[src/rtl/task_8_pkg.sv]
// task_8_pkg: shared types and defaults for the task 8 datapath.
//   task_8_output_enum : transmit-stage packet state (idle / sending / draining last beat)
//   TASK_8_DATA_W      : default stream byte width
package task_8_pkg;

    localparam int unsigned TASK_8_DATA_W = 8;

    typedef enum logic [1:0] {
        S_IDLE  = 2'd0,
        S_SEND  = 2'd1,
        S_DRAIN = 2'd2
    } task_8_output_enum;

endpackage

[src/rtl/task_8_output_fifo.sv]
// task_8_output_fifo: single-clock show-ahead FIFO.
//   i_clk, i_rst_n : clock, asynchronous active-low reset (clears pointers)
//   wrreq, data    : write request and word; honoured when not full or when a pop
//                    happens in the same cycle
//   rdreq          : pop request; ignored when empty
//   q              : current head word, valid whenever empty is low
//   empty, full    : occupancy flags decoded from the pointers
module task_8_output_fifo #(
    parameter int unsigned WIDTH = 9,
    parameter int unsigned DEPTH = 16
) (
    input  logic             i_clk,
    input  logic             i_rst_n,
    input  logic             wrreq,
    input  logic             rdreq,
    input  logic [WIDTH-1:0] data,
    output logic [WIDTH-1:0] q,
    output logic             empty,
    output logic             full
);

    localparam int unsigned AW = $clog2(DEPTH);

    logic [WIDTH-1:0] mem [DEPTH];
    // One extra pointer bit distinguishes full from empty when the indices match.
    logic [AW:0]      wr_ptr;
    logic [AW:0]      rd_ptr;
    logic             do_wr;
    logic             do_rd;

    assign do_rd = rdreq && !empty;
    assign do_wr = wrreq && (!full || do_rd);

    assign empty = (wr_ptr == rd_ptr);
    assign full  = (wr_ptr[AW] != rd_ptr[AW]) && (wr_ptr[AW-1:0] == rd_ptr[AW-1:0]);
    assign q     = mem[rd_ptr[AW-1:0]];

    always_ff @(posedge i_clk or negedge i_rst_n) begin
        if (!i_rst_n) begin
            wr_ptr <= '0;
            rd_ptr <= '0;
        end else begin
            if (do_wr) wr_ptr <= wr_ptr + (AW+1)'(1);
            if (do_rd) rd_ptr <= rd_ptr + (AW+1)'(1);
        end
    end

    // Storage carries no reset; only words behind valid pointers are ever read.
    always_ff @(posedge i_clk) begin
        if (do_wr) mem[wr_ptr[AW-1:0]] <= data;
    end

endmodule

[src/rtl/task_8_output.sv]
// task_8_output: transmit stage of the task 8 datapath. Buffers core bytes in a
// FIFO as {last, data} words and replays them as an AXI-Stream master packet.
//   i_clk, i_rst_n     : clock, asynchronous active-low reset
//   i_data/i_enb/i_last: core byte, write strobe, end-of-packet marker
//   i_tready           : downstream ready
//   o_tvalid/o_tdata/o_tlast : registered stream outputs
//   o_busy             : packet in flight (S_SEND or S_DRAIN)
//   o_full, o_empty    : FIFO occupancy
//   o_overflow         : sticky, a write was dropped; cleared only by reset
// Build option TASK_8_OUTPUT_STORE_FWD_EN: when defined, a packet starts only
// once its last byte is buffered (store-and-forward); otherwise cut-through.
module task_8_output
    import task_8_pkg::*;
#(
    parameter int unsigned DATA_W = TASK_8_DATA_W,
    parameter int unsigned DEPTH  = 16
) (
    input  logic              i_clk,
    input  logic              i_rst_n,
    input  logic [DATA_W-1:0] i_data,
    input  logic              i_enb,
    input  logic              i_last,
    input  logic              i_tready,
    output logic              o_tvalid,
    output logic [DATA_W-1:0] o_tdata,
    output logic              o_tlast,
    output logic              o_busy,
    output logic              o_full,
    output logic              o_empty,
    output logic              o_overflow
);

    task_8_output_enum state;
    logic [DATA_W:0]   head;
    logic              pop;
    logic              wr_accept;
    logic              eligible;

    // Load the output register from the FIFO head whenever the register is free
    // or being consumed this cycle; o_tvalid itself stays a pure flop output.
    assign pop       = (state == S_SEND) && !o_empty && (!o_tvalid || i_tready);
    assign wr_accept = i_enb && (!o_full || pop);

    task_8_output_fifo #(
        .WIDTH (DATA_W + 1),
        .DEPTH (DEPTH)
    ) u_fifo (
        .i_clk   (i_clk),
        .i_rst_n (i_rst_n),
        .wrreq   (i_enb),
        .rdreq   (pop),
        .data    ({i_last, i_data}),
        .q       (head),
        .empty   (o_empty),
        .full    (o_full)
    );

`ifdef TASK_8_OUTPUT_STORE_FWD_EN
    localparam int unsigned CW = $clog2(DEPTH) + 1;

    // Complete packets buffered but not yet loaded into the output register.
    logic [CW-1:0] pkt_cnt;
    logic          cnt_inc;
    logic          cnt_dec;

    assign cnt_inc  = wr_accept && i_last;
    assign cnt_dec  = pop && head[DATA_W];
    assign eligible = (pkt_cnt != '0);

    always_ff @(posedge i_clk or negedge i_rst_n) begin
        if (!i_rst_n) begin
            pkt_cnt <= '0;
        end else begin
            case ({cnt_inc, cnt_dec})
                2'b10:   pkt_cnt <= pkt_cnt + CW'(1);
                2'b01:   pkt_cnt <= pkt_cnt - CW'(1);
                default: pkt_cnt <= pkt_cnt;
            endcase
        end
    end
`else
    assign eligible = !o_empty;
`endif

    always_ff @(posedge i_clk or negedge i_rst_n) begin
        if (!i_rst_n) begin
            o_overflow <= 1'b0;
        end else if (i_enb && !wr_accept) begin
            o_overflow <= 1'b1;
        end
    end

    always_ff @(posedge i_clk or negedge i_rst_n) begin
        if (!i_rst_n) begin
            state    <= S_IDLE;
            o_busy   <= 1'b0;
            o_tvalid <= 1'b0;
            o_tdata  <= '0;
            o_tlast  <= 1'b0;
        end else begin
            if (pop) begin
                o_tvalid <= 1'b1;
                o_tdata  <= head[DATA_W-1:0];
                o_tlast  <= head[DATA_W];
            end else if (i_tready) begin
                o_tvalid <= 1'b0;
            end

            case (state)
                S_IDLE: begin
                    if (eligible) begin
                        state  <= S_SEND;
                        o_busy <= 1'b1;
                    end
                end
                S_SEND: begin
                    if (pop && head[DATA_W]) state <= S_DRAIN;
                end
                S_DRAIN: begin
                    if (o_tvalid && i_tready) begin
                        state  <= S_IDLE;
                        o_busy <= 1'b0;
                    end
                end
                default: begin
                    state  <= S_IDLE;
                    o_busy <= 1'b0;
                end
            endcase
        end
    end

endmodule

[config.mk]
export PLATFORM = sky130hd
export DESIGN_NAME = task_8_output
export DESIGN_NICKNAME = d
export VERILOG_FILES = /design/src/rtl/task_8_pkg.sv /design/src/rtl/task_8_output_fifo.sv /design/src/rtl/task_8_output.sv
export SDC_FILE = /design/constraint.sdc
export NUM_CORES = 1
export LEC_CHECK = 0
export CAP_MARGIN = 10
export CORE_MARGIN = 2
export CORE_UTILIZATION = 60
export CTS_CLUSTER_DIAMETER = 100
export CTS_CLUSTER_SIZE = 8
export DETAILED_ROUTE_END_ITERATION = 12
export MAX_ROUTING_LAYER = met4
export PLACE_DENSITY = 0.77
export SLEW_MARGIN = 20
export SYNTH_ARGS = -nofsm -noshare
export SYNTH_HDL_FRONTEND = slang
export SYNTH_SLANG_ARGS = --single-unit
[constraint.sdc]
create_clock -name i_clk -period 2.6 [get_ports i_clk]
set_input_delay 0.78 -clock i_clk [delete_from_list [all_inputs] [get_ports i_clk]]
set_output_delay 0.78 -clock i_clk [all_outputs]
set_load 0.02 [all_outputs]
Word level (Yosys, flattened, before mapping) --
Memory sizes are Yosys's and may differ from the RTL's. Cells that the tools add are included.
Word-level totals: memory bits (writable) 144, flip-flop bits (word level) 24, input bits 13, output and inout port bits 14, memories 1
Cells by class: mux-type cells 11, reduce and logical (&&, ||, !) cells 20, bitwise gates (word level) 1, equal/unequal tests 8, $add $sub $neg 2
Memory list:
- u_fifo.mem | words 16, width 9, rd ports 1, clocked after Yosys merged registers in 0, wr ports 1, RTL line task_8_output_fifo.sv:24 | logic [WIDTH-1:0] mem [DEPTH];
Operator list (number):
- 5-bit by 1-bit adder with 5-bit output (second input constant) | 2
- 1-bit logical AND | 9
- 1-bit two-way mux | 6
- 2-bit two-way mux | 3
- 2-bit case mux with 3 select lines | 1
- 3-bit AND reduction | 2
- 5-bit == test | 1
- 4-bit == test | 1
- 1-bit logical NOT | 4
- 2-bit inequality test (second input constant) | 2
- 1-bit logical OR | 3
- 1-bit case mux with 3 select lines | 1
- 2-bit by 1-bit == test with 1-bit output (second input constant) | 1
- 2-bit == test (second input constant) | 1
- 2-bit logical NOT | 1
- 2-bit by 1-bit inequality test with 1-bit output (second input constant) | 1
- 2-bit nonzero test | 1
- 1-bit inequality test | 1
- 1-bit inverter | 1

Depth between registers and ports, before layout --
depth in word-level cells 9, gate-level depth with buffers 7, depth with buffers taken out 5

Hierarchy --
A second synthesis with hierarchy kept.
Second synthesis, totals: cells, all modules 335, area total of the unflattened synthesis 6821.5 um^2
Modules (own cells, without submodules):
- task_8_output_fifo | times used 1, seq. area each 4574.4 um^2, cells each 294, area an instance 6242.2 um^2
- task_8_output | times used 1, seq. area each 350.3 um^2, cells each 41, area an instance 579.3 um^2

Worst setup path after synthesis --
No wires, ideal clock.
path kind in2reg, from input i_tready, to memory u_fifo.mem[3][0], enable pin, buffers on the path 1, stages on the path 6, setup slack 148 ps, setup time 387 ps, arrival time 2065 ps, data required time 2213 ps, cell sequence nand2b_1 > nand3_1 > a31oi_1 > buf_2 > nand2_1 > nor3_1
On the way: cells in the longest elaborated chain, start to end 7
Ends and longest elaborated chain:
- start: declaration | RTL line task_8_output.sv:23 | input logic i_tready,
- 1-bit logical OR | RTL line task_8_output.sv:41 | assign pop = (state == S_SEND) && !o_empty && (!o_tvalid || i_tready);
- 1-bit logical AND | RTL line task_8_output.sv:41
- 1-bit logical AND | RTL line task_8_output_fifo.sv:31 | assign do_rd = rdreq && !empty;
- 1-bit logical OR | RTL line task_8_output_fifo.sv:32 | assign do_wr = wrreq && (!full || do_rd);
- 1-bit logical AND | RTL line task_8_output_fifo.sv:32
- 1-bit two-way mux | RTL line task_8_output_fifo.sv:50 | if (do_wr) mem[wr_ptr[AW-1:0]] <= data;
- 1-bit two-way mux (not written as such) | RTL line task_8_output_fifo.sv:50
- end: declaration | RTL line task_8_output_fifo.sv:24
No other way between the ends.

Final worst setup path --
from register u_fifo.wr_ptr[0], to output o_empty
On the way: cells in the longest elaborated chain, start to end 1
Ends and longest elaborated chain:
- start: declaration | RTL line task_8_output_fifo.sv:26 | logic [AW:0] wr_ptr;
- start signal: assignment | RTL line task_8_output_fifo.sv:43 | if (do_wr) wr_ptr <= wr_ptr + (AW+1)'(1);
- 5-bit == test | RTL line task_8_output_fifo.sv:34 | assign empty = (wr_ptr == rd_ptr);
- end: declaration | RTL line task_8_output.sv:29 | output logic o_empty,
No other way between the ends.

==> results.yml <==
timing:
  final_max_slew_viol_count: 0
  skew_ns: 0.0119
  slew_headroom: 0.524
  tightestPinTransition_ns: 0.714
  timing.fmax_ghz: 0.384
  min_period_over_period: 1.00
  period_minus_slack_ns: 2.60
  tns_ns: -0.00493
  setup_slack_ns: -0.00482
  timing.hold.ws_ns: 0.491
  setup_viol: 2
  rsz0062_at_grt: "true"
  finalHoldViolCount: 0
pwr:
  combPwrFrac: 0.329
  clock_power_share: 0.295
  switchingPower_mw: 3.01
  p_int_mw: 6.49
  p_sw_frac: 0.317
  pwr-share-seq: 0.376
  p_leak_nw: 2.91
  ir_drop_v: 0.000641
  power_density_nw_per_um2: 1170
synthesis:
  synth_adder_area_share: 0.00937
  netlist_top_cells_area: "edfxtp_1, mux4_2, dfrtp_1"
  synthDistinctLibCells: 34
  ys.warnings.count: 0
  synth_compound_area_frac: 0.0358
  synth.area.mux_share: 0.122
  syn_avg_cell_area_um2: 17.9
  ys_seq_elements: 168
  synth_top_area_cell: "edfxtp_1"
  synthCells: 372
  synth_top_family_by_area: "multiplexers"
  synth_area_um2: 6680
  synth_simple_gate_area_share: 0.0581
  syn_nets: 390
  seq_area_frac_synth: 0.738
  synth_xor_area_frac: 0.0171
  synth_top_area_share: 0.648
critical_path:
  critPathRequiredTime_ns: 1.82
  crit_type: "reg -> out"
  r2r_cells: 6
  crit_fanout: 4
  reg2reg_slack_ns: 0.38
  r2r-start: "u_fifo.rd_ptr[2]"
  cp-start-kind: "register"
  arrival_ns: 1.82
  r2r_end: "o_tlast"
  critPathCaptureType: "output pin"
layout:
  final_cells: 593
  drive_above_1_share: 0.254
  diodes: 0
  area_delta_synth_final_pct: 21.6
  final_area_um2: 8120
  nets: 458
global_routing:
  antenna_found_initial: 0
  grt_pass1_wl_um: 22400
  grt_max_degree: 48
  grt-ovfl-total: 0
  track_usage: 0.287
  grt_pass1_vias: 3637
placed_design:
  dpl-instance-area_um2: 7410
  gp_congestion: 0.805
  dp_cells: 558
  numPortBuffers: 26
  post-dp-hpwl_um: 9300
  post-place-ws_ns: -0.0838
run_status:
  status: "finished with violations"
  violations: "negative setup slack"
floorplan:
  num_rows: 38
  core_um2: 10800
  die-area_um2: 12000
  start_util: 0.616
  die_w_um: 109
  die_h_um: 109
  io_pins: 27
cts:
  cts_root_buffer: "clkbuf_8"
  clockBufferDepth: 2
  numClockSinks: 168
  cts_tree: "built"
  cts_buffers: 17
  clk_latency_ns: 0.55
  cts.hold.buffers_added: 0
  clk_pin_slew_ns: 0.07
  cts-htree-levels: 4
drt:
  drtIter0Drc: 498
  wl_per_cell_um: 25.7
  drcViolationCount: 0
  vias: 3772
  drtPass1Iterations: 5
  avgViaCountPerCell: 6.36
  routed_wl_um: 15200
  detail-route-antenna-nets: 0
run:
  cap_violations: 0
hold_path:
  hold_end: "state[1]"
  min_from: "state[1]"
  hold_depth: 2
  worstHoldPathType: "reg -> reg"
cell usage after synthesis:
library cell and number:
a22oi_1 8, a221oi_4 1, dfrtp_1 24, inv_1 8, a21oi_1 10, nor3_1 1
mux4_2 28, o211a_1 1, nor2_1 18, nand3_1 11, buf_2 12, nand4_1 2
edfxtp_1 144, mux2i_1 17, and3_4 1, nor2b_1 5, buf_1 1, clkbuf_1 5
o21bai_1 1, nor4_4 1, buf_4 1, xor2_1 6, buf_6 1, ha_1 5
and3_1 14, o21ai_0 4, xnor2_1 7, a31oi_1 9, nand2b_1 1, a211o_1 1
clkbuf_2 1, mux2_2 1, nand2_1 19, and2_1 3
registers in the layout, indices dropped and copies added, names as in the netlist:
| register | flops |
|---|---|
| o_busy | 1 |
| o_overflow | 1 |
| o_tdata | 8 |
| o_tlast | 1 |
| o_tvalid | 1 |
| state | 2 |
| u_fifo.mem | 144 |
| u_fifo.rd_ptr | 5 |
| u_fifo.wr_ptr | 5 |
worst max-delay path, cell delays in order (launching register included):
cell	delay (ns)
dfrtp_1	0.42
xor2_2	0.20
nor4_4	0.34
nand2_1	0.13
inv_2	0.09
buf_6	0.11
stage by stage:
stage	power, mW	utilization
6_report	9.50	0.749
5_1_grt	9.88	0.749
4_1_cts	9.50	0.747
3_5_place_dp	6.63	0.684
3_3_place_gp	6.56	0.684
2_1_floorplan	5.59	-
metal layers:
| metal | GRT usage | wire (µm) | part of all wire | up-vias |
|---|---|---|---|---|
| li1 | - | - | - | 1589 |
| met1 | 0.377 | 5950 | 0.39 | 1944 |
| met2 | 0.445 | 7710 | 0.51 | 209 |
| met3 | 0.0782 | 1280 | 0.084 | 30 |
| met4 | 0.0922 | 280 | 0.018 | 0 |
| met5 | - | 0 | 0 | - |
layout by cell type, fill, tap and decap left out, drive strengths merged, types with 10 or more instances in the layout:
cell type,synthesis,final
nand2,19,19
mux2i,17,17
buf,15,46
nand3,11,11
clkbuf,6,17
clkdlybuf4s50,0,24
dfrtp,24,24
mux4,28,28
nor2,18,18
edfxtp,144,144
and3,15,15
a21oi,10,10
cells by family after synthesis:
logic type,count (synthesis)
compound gates,35
xor+xnor,13
fa+ha+maj,5
buf+inv,29
flops,168
mux,46
simple gates,76
worst max-delay path by stage:
stage	from	end	cells past startpoint	slack [ns]
global placement	i_tready	u_fifo.mem[12][8]	8	-0.09
finish	u_fifo.wr_ptr[0]	o_empty	5	-0.005
global route	u_fifo.wr_ptr[0]	o_empty	5	-0.10
CTS	u_fifo.wr_ptr[2]	o_empty	5	-0.02
detailed placement	i_tready	u_fifo.mem[11][5]	8	-0.08
floorplan	i_tready	u_fifo.mem[3][0]	6	0.15
power groups by stage:
stage / registers, mW / logic [mW] / clock network, mW
after floorplan: 3.66 / 1.93 / 0
after global placement: 3.59 / 2.97 / 0
after detailed placement: 3.60 / 3.03 / 0
after CTS: 3.56 / 3.11 / 2.83
after global routing: 3.59 / 3.35 / 2.93
final: 3.57 / 3.13 / 2.80
timing repair:
| item | CTS | global route |
|---|---|---|
| buffers inserted | 2 | 1 |
| endpoints found under the setup margin | 2 | 2 |
| pin swaps | 3 | 3 |
| gates resized for setup | 13 | 3 |
final cells by class:
type                       instances  area, µm²
sequential                       168       4930
multi-input combinational        175       1630
clock inverter                    15        250
timing repair buffer              70        693
fill                             595       2720
clock buffer                      17        414
tap                              140        175
inverter                           8       30.0
(Power assumes the default switching activity.)
